**src/rtl/ti_share_refresh_reg.sv**
```systemverilog
// Register/refresh stage between TI S-box rounds: optional ring remask of the
// shared nibble, 2-entry elastic buffer, flop-driven share output.
module ti_share_refresh_reg #(
  parameter int NS      = 2,
  parameter int REFRESH = 1,
  parameter int CNT_W   = 16
) (
  input  logic              clk,
  input  logic              rst,
  input  logic              in_valid,
  output logic              in_ready,
  input  logic [4*NS-1:0]   in_shares,
  input  logic              rnd_valid,
  input  logic [4*NS-1:0]   rnd_in,
  output logic              rnd_ack,
  output logic              out_valid,
  input  logic              out_ready,
  output logic [4*NS-1:0]   out_shares,
  output logic [CNT_W-1:0]  beat_cnt
);

  localparam int W = 4 * NS;

  logic [1:0]   count;
  logic [W-1:0] head_q;
  logic [W-1:0] tail_q;
  logic [W-1:0] masked;
  logic         rnd_ok;
  logic         accept;
  logic         pop;

  generate
    if (REFRESH != 0) begin : g_refresh
      // Each mask share is used by two neighbours, so the XOR of all shares is unchanged.
      for (genvar i = 0; i < NS; i++) begin : g_share
        assign masked[4*i +: 4] = in_shares[4*i +: 4]
                                ^ rnd_in[4*i +: 4]
                                ^ rnd_in[4*((i + 1) % NS) +: 4];
      end
      assign rnd_ok = rnd_valid;
    end else begin : g_plain
      logic unused_rnd;
      assign unused_rnd = ^{rnd_valid, rnd_in};
      assign masked     = in_shares;
      assign rnd_ok     = 1'b1;
    end
  endgenerate

  // Handshakes come from registered occupancy only; rst gates them low immediately.
  assign in_ready   = !rst && (count < 2'd2);
  assign out_valid  = !rst && (count != 2'd0);
  assign accept     = in_valid && in_ready && rnd_ok;
  assign pop        = out_valid && out_ready;
  assign rnd_ack    = accept && (REFRESH != 0);
  assign out_shares = head_q;

  always_ff @(posedge clk or posedge rst) begin
    if (rst) begin
      count    <= 2'd0;
      head_q   <= '0;
      tail_q   <= '0;
      beat_cnt <= '0;
    end else begin
      if (accept) begin
        beat_cnt <= beat_cnt + CNT_W'(1);
      end
      case (count)
        2'd0: begin
          if (accept) begin
            head_q <= masked;
            count  <= 2'd1;
          end
        end
        2'd1: begin
          if (accept && pop) begin
            head_q <= masked;
          end else if (accept) begin
            tail_q <= masked;
            count  <= 2'd2;
          end else if (pop) begin
            count  <= 2'd0;
          end
        end
        2'd2: begin
          if (pop) begin
            head_q <= tail_q;
            count  <= 2'd1;
          end
        end
        default: count <= 2'd0;
      endcase
    end
  end

endmodule

```
**config.mk**
```make
export PLATFORM = sky130hd
export DESIGN_NAME = ti_share_refresh_reg
export DESIGN_NICKNAME = d
export VERILOG_FILES = /design/src/rtl/ti_share_refresh_reg.sv
export SDC_FILE = /design/constraint.sdc
export NUM_CORES = 1
export LEC_CHECK = 0
export CAP_MARGIN = 10
export CORE_ASPECT_RATIO = 1.75
export CORE_UTILIZATION = 40
export CTS_CLUSTER_DIAMETER = 50
export DETAILED_ROUTE_END_ITERATION = 10
export PLACE_DENSITY = 0.71
export RECOVER_POWER = 100
export SYNTH_ARGS = -nofsm -noshare
export SYNTH_HDL_FRONTEND = slang
export SYNTH_SLANG_ARGS = --single-unit
```
**constraint.sdc**
```tcl
create_clock -name clk -period 1.45 [get_ports clk]
set_input_delay 0.145 -clock clk [delete_from_list [all_inputs] [get_ports clk]]
set_output_delay 0.145 -clock clk [all_outputs]
set_load 0.02 [all_outputs]
```
==> run_results.csv <==
group,metric,value,unit
placement,dpl_worst_slack,-0.322,ns
logic_synthesis,postSynthAreaPerCell,12.4,µm²
logic_synthesis,synth_edf_count,0,
worst_setup_path,critical_path.max_fanout,6,
logic_synthesis,count_of_mapped_cells_out_of_synthesis,137,
logic_synthesis,yosys_warnings,0,
worst_setup_path,ff2ff_path_depth,5,
worst_setup_path,required,1.65,ns
power_and_ir_drop,p_per_area,1410,nW/µm²
sta,setup-violations-final,12,
sta,fmax,656,MHz
clock_tree,clkTransAtPathRegs,0.07,ns
sta,timing.setup.tns,-0.557,ns
drt,finalWirelength,4080,µm
global_route,grt_start_max_net_pins,35,
worst_setup_path,worstSetupEndpointType,"register",
clock_tree,clock-root-buffer,"sky130_fd_sc_hd__clkbuf_8",
clock_tree,tritoncts_num_sinks,34,
clock_tree,cts_inserted_buffers,5,
drt,drt_pass1_iterations,4,
clock_tree,cts_max_level,2,
floorplan,floorplan.die.width,51.3,µm
sta,timing_worst_slew_pin_value,0.781,ns
sta,final.period_utilization,105,%
worst_setup_path,r2r_startpoint,"count[1]$_DFFE_PP0P_",
floorplan,die_outline_height,88.2,µm
global_route,grt.total_usage,19.3,%
logic_synthesis,synthDistinctLibCells,27,
global_route,number_of_antenna_violations_at_the_first_check_in_global_routing,0,
worst_setup_path,cp_cell_sequence,"nand4bb_4 > buf_6 > or2_4 > nor4_4 > xnor2_1",
sta,fin_skew,0.00795,ns
logic_synthesis,post_synth_instance_area,1700,µm²
sta,layout_min_cycle_time,1.52,ns
global_route,globalRouteOverflowTotal,0,
power_and_ir_drop,max-vdd-ir-drop,0.888,mV
final_layout,num-fill-cells,340,
placement,place.gp.congestion,0.754,
placement,post-dp-hpwl,2850,µm
global_route,global_route_wire_length_before_repair,6340,µm
final_layout,area_delta_synth_final,54.1,%
final_layout,final_cell_area,2620,µm²
worst_setup_path,ff_to_ff_end,"beat_cnt[13]$_DFFE_PP0P_",
worst_setup_path,worst_path_max_delay_cell,"sky130_fd_sc_hd__dfrtp_2",
global_route,vias_in_the_first_global_route,1401,
clock_tree,cts.hold.buffers_added,0,
power_and_ir_drop,fin_total_pwr,3.68,mW
placement,place_area,2370,µm²
power_and_ir_drop,leakagePower,1.23,nW
worst_setup_path,timing.critical_path.depth,5,
worst_setup_path,path_buf_inv,1,
final_layout,finalNetCount,229,
worst_setup_path,path_delay_family,"simple AND/OR/NAND/NOR gates",
worst_setup_path,crit_path_start,"count[1]$_DFFE_PP0P_",
logic_synthesis,synth_fp_nets,159,
logic_synthesis,most_common_flop_cell_mapped_by_yosys,"sky130_fd_sc_hd__dfrtp_1",
logic_synthesis,ys_ff_latch,34,
min_path,hp-class,"reg2reg",
placement,numPortBuffers,47,
final_layout,antenna_cells_inserted,0,
floorplan,boundaryPins,48,
drt,route.detailed.vias_per_inst,5.10,
sta,hold_violations,0,
worst_setup_path,critPathKind,"reg2reg",
floorplan,placement_rows,31,
clock_tree,tritoncts,"done",
floorplan,initial_utilization,41.3,%
floorplan,core_area,4110,µm²
logic_synthesis,synth_sequential_area_ratio,50.1,%
flow_run,max_cap_check_violation_count,0,
run_status,status,"complete, but fails checks",
worst_setup_path,critPathCapture,"beat_cnt[13]$_DFFE_PP0P_",
worst_setup_path,worst_ep_arrival_time,1.72,ns
final_layout,final_layout_size_suffix_gt1_share,37.5,%
floorplan,die-area,4520,µm²
sta,setup_slack,-0.0740,ns
clock_tree,cts_buffer_depth,2,
sta,timing_max_transition_violations_final,0,
drt,dr_total_vias,1310,
worst_setup_path,slowest_delay,0.45,ns
clock_tree,worstSkewPairLatency,0.28,ns
run_status,failed_checks,"setup timing",
sta,timing.max_slew.rel_slack,47.9,%
sta,unrepaired_setup_endpoints_after_global_routing,"yes",
logic_synthesis,synthArstFlopShare,100,%
drt,drcViolationCount,0,
worst_setup_path,setup.reg_to_reg.worst_slack,-0.07,ns
drt,drt_iter0_drc,14,
drt,routed_wire_length_per_instance,15.9,µm
worst_setup_path,critPathLaunchType,"register",
drt,postRouteAntennaNets,0,
sta,hold-worst-slack,0.505,ns
[cells in the final DEF, fill, tap and decap left out, types with 2 or more instances in the layout]
| cell type | n |
|---|---|
| sky130_fd_sc_hd__and4_4 | 2 |
| sky130_fd_sc_hd__buf_12 | 3 |
| sky130_fd_sc_hd__buf_2 | 4 |
| sky130_fd_sc_hd__buf_4 | 9 |
| sky130_fd_sc_hd__buf_6 | 2 |
| sky130_fd_sc_hd__clkbuf_1 | 4 |
| sky130_fd_sc_hd__clkbuf_2 | 2 |
| sky130_fd_sc_hd__clkbuf_8 | 6 |
| sky130_fd_sc_hd__clkdlybuf4s50_1 | 29 |
| sky130_fd_sc_hd__dfrtp_1 | 28 |
| sky130_fd_sc_hd__dfrtp_2 | 6 |
| sky130_fd_sc_hd__dlygate4sd2_1 | 12 |
| sky130_fd_sc_hd__inv_1 | 3 |
| sky130_fd_sc_hd__mux2_2 | 7 |
| sky130_fd_sc_hd__mux2_4 | 17 |
| sky130_fd_sc_hd__nand2_1 | 11 |
| sky130_fd_sc_hd__nand3_1 | 5 |
| sky130_fd_sc_hd__nand4_1 | 2 |
| sky130_fd_sc_hd__nor2_1 | 5 |
| sky130_fd_sc_hd__nor2_4 | 2 |
| sky130_fd_sc_hd__nor2b_4 | 2 |
| sky130_fd_sc_hd__nor4_4 | 3 |
| sky130_fd_sc_hd__xnor2_1 | 22 |
| sky130_fd_sc_hd__xor2_1 | 4 |
[metrics by stage]
step | util (%) | cells
floorplan | - | 137
global placement | 57.6 | 244
detailed placement | 57.6 | 244
CTS | 61.0 | 254
global route | 63.7 | 257
finish | 63.7 | 257
[sequential cells by signal (all words and copies together), names as in the netlist]
name / count
tail_q: 8
count: 2
out_shares: 8
beat_cnt: 16
[layout make-up]
type	instances	area (µm²)	share of cell area [%]
repair buffers	65	612	23.4
flip-flops and latches	34	858	32.8
inverters	4	18.8	0.717
multi-input cells	97	976	37.3
clock inverters	1	5.00	0.191
clock buffers	7	86.3	3.30
well taps	49	61.3	2.34
[kinds of logic after synthesis]
group	count (synthesis)	share of synthesized area (%)
AOI/OAI and AO/OA	4	1.77
xor gates and xnor gates	27	13.9
adders and majority gates	1	0.736
buffers and inverters	7	2.14
DFF	34	50.1
muxes	24	15.9
and+or+nand+nor	40	15.5
[cell usage after synthesis, types with 2 or more instances]
cell                      count  share of area, %
sky130_fd_sc_hd__dfrtp_1     34                50
sky130_fd_sc_hd__xor2_1       4               2.1
sky130_fd_sc_hd__inv_1        4              0.88
sky130_fd_sc_hd__mux2_2      24                16
sky130_fd_sc_hd__buf_2        2              0.59
sky130_fd_sc_hd__nor2_1       8               1.8
sky130_fd_sc_hd__nand2_1     12               2.7
sky130_fd_sc_hd__xnor2_1     23                12
sky130_fd_sc_hd__nand3_1      5               1.5
sky130_fd_sc_hd__nand4_1      2              0.74
sky130_fd_sc_hd__nor4_4       2               2.5
sky130_fd_sc_hd__and4_1       2               1.0
[power by group]
group	switching, mW	total, mW	internal [mW]
clock	0.333	0.716	0.383
combinational	0.616	1.46	0.841
sequential	0.248	1.51	1.26
[worst min path at each step]
stage | start | endpoint | cells past startpoint
2_1_floorplan | rst | beat_cnt[10]$_DFFE_PP0P_ | 1
6_report | beat_cnt[0]$_DFFE_PP0P_ | beat_cnt[0]$_DFFE_PP0P_ | 1
4_1_cts | beat_cnt[0]$_DFFE_PP0P_ | beat_cnt[0]$_DFFE_PP0P_ | 1
5_1_grt | beat_cnt[0]$_DFFE_PP0P_ | beat_cnt[0]$_DFFE_PP0P_ | 1
3_5_place_dp | beat_cnt[0]$_DFFE_PP0P_ | beat_cnt[0]$_DFFE_PP0P_ | 1
3_3_place_gp | beat_cnt[15]$_DFFE_PP0P_ | beat_cnt[15]$_DFFE_PP0P_ | 1
[per-layer routing]
metal | GRT usage, % | wire, µm
met1 | 17.3 | 1440
met5 | 0 | 0
met2 | 38.3 | 2360
met3 | 4.98 | 176
met4 | 9.09 | 110
[repair_timing]
action                                  4_1_cts  5_1_grt
pin swaps                                     6        4
gates resized for setup                      39       24
gates cloned                                  1        1
buffers inserted                              2        2
endpoints found under the setup margin       41       25
(Power assumes the default switching activity.)
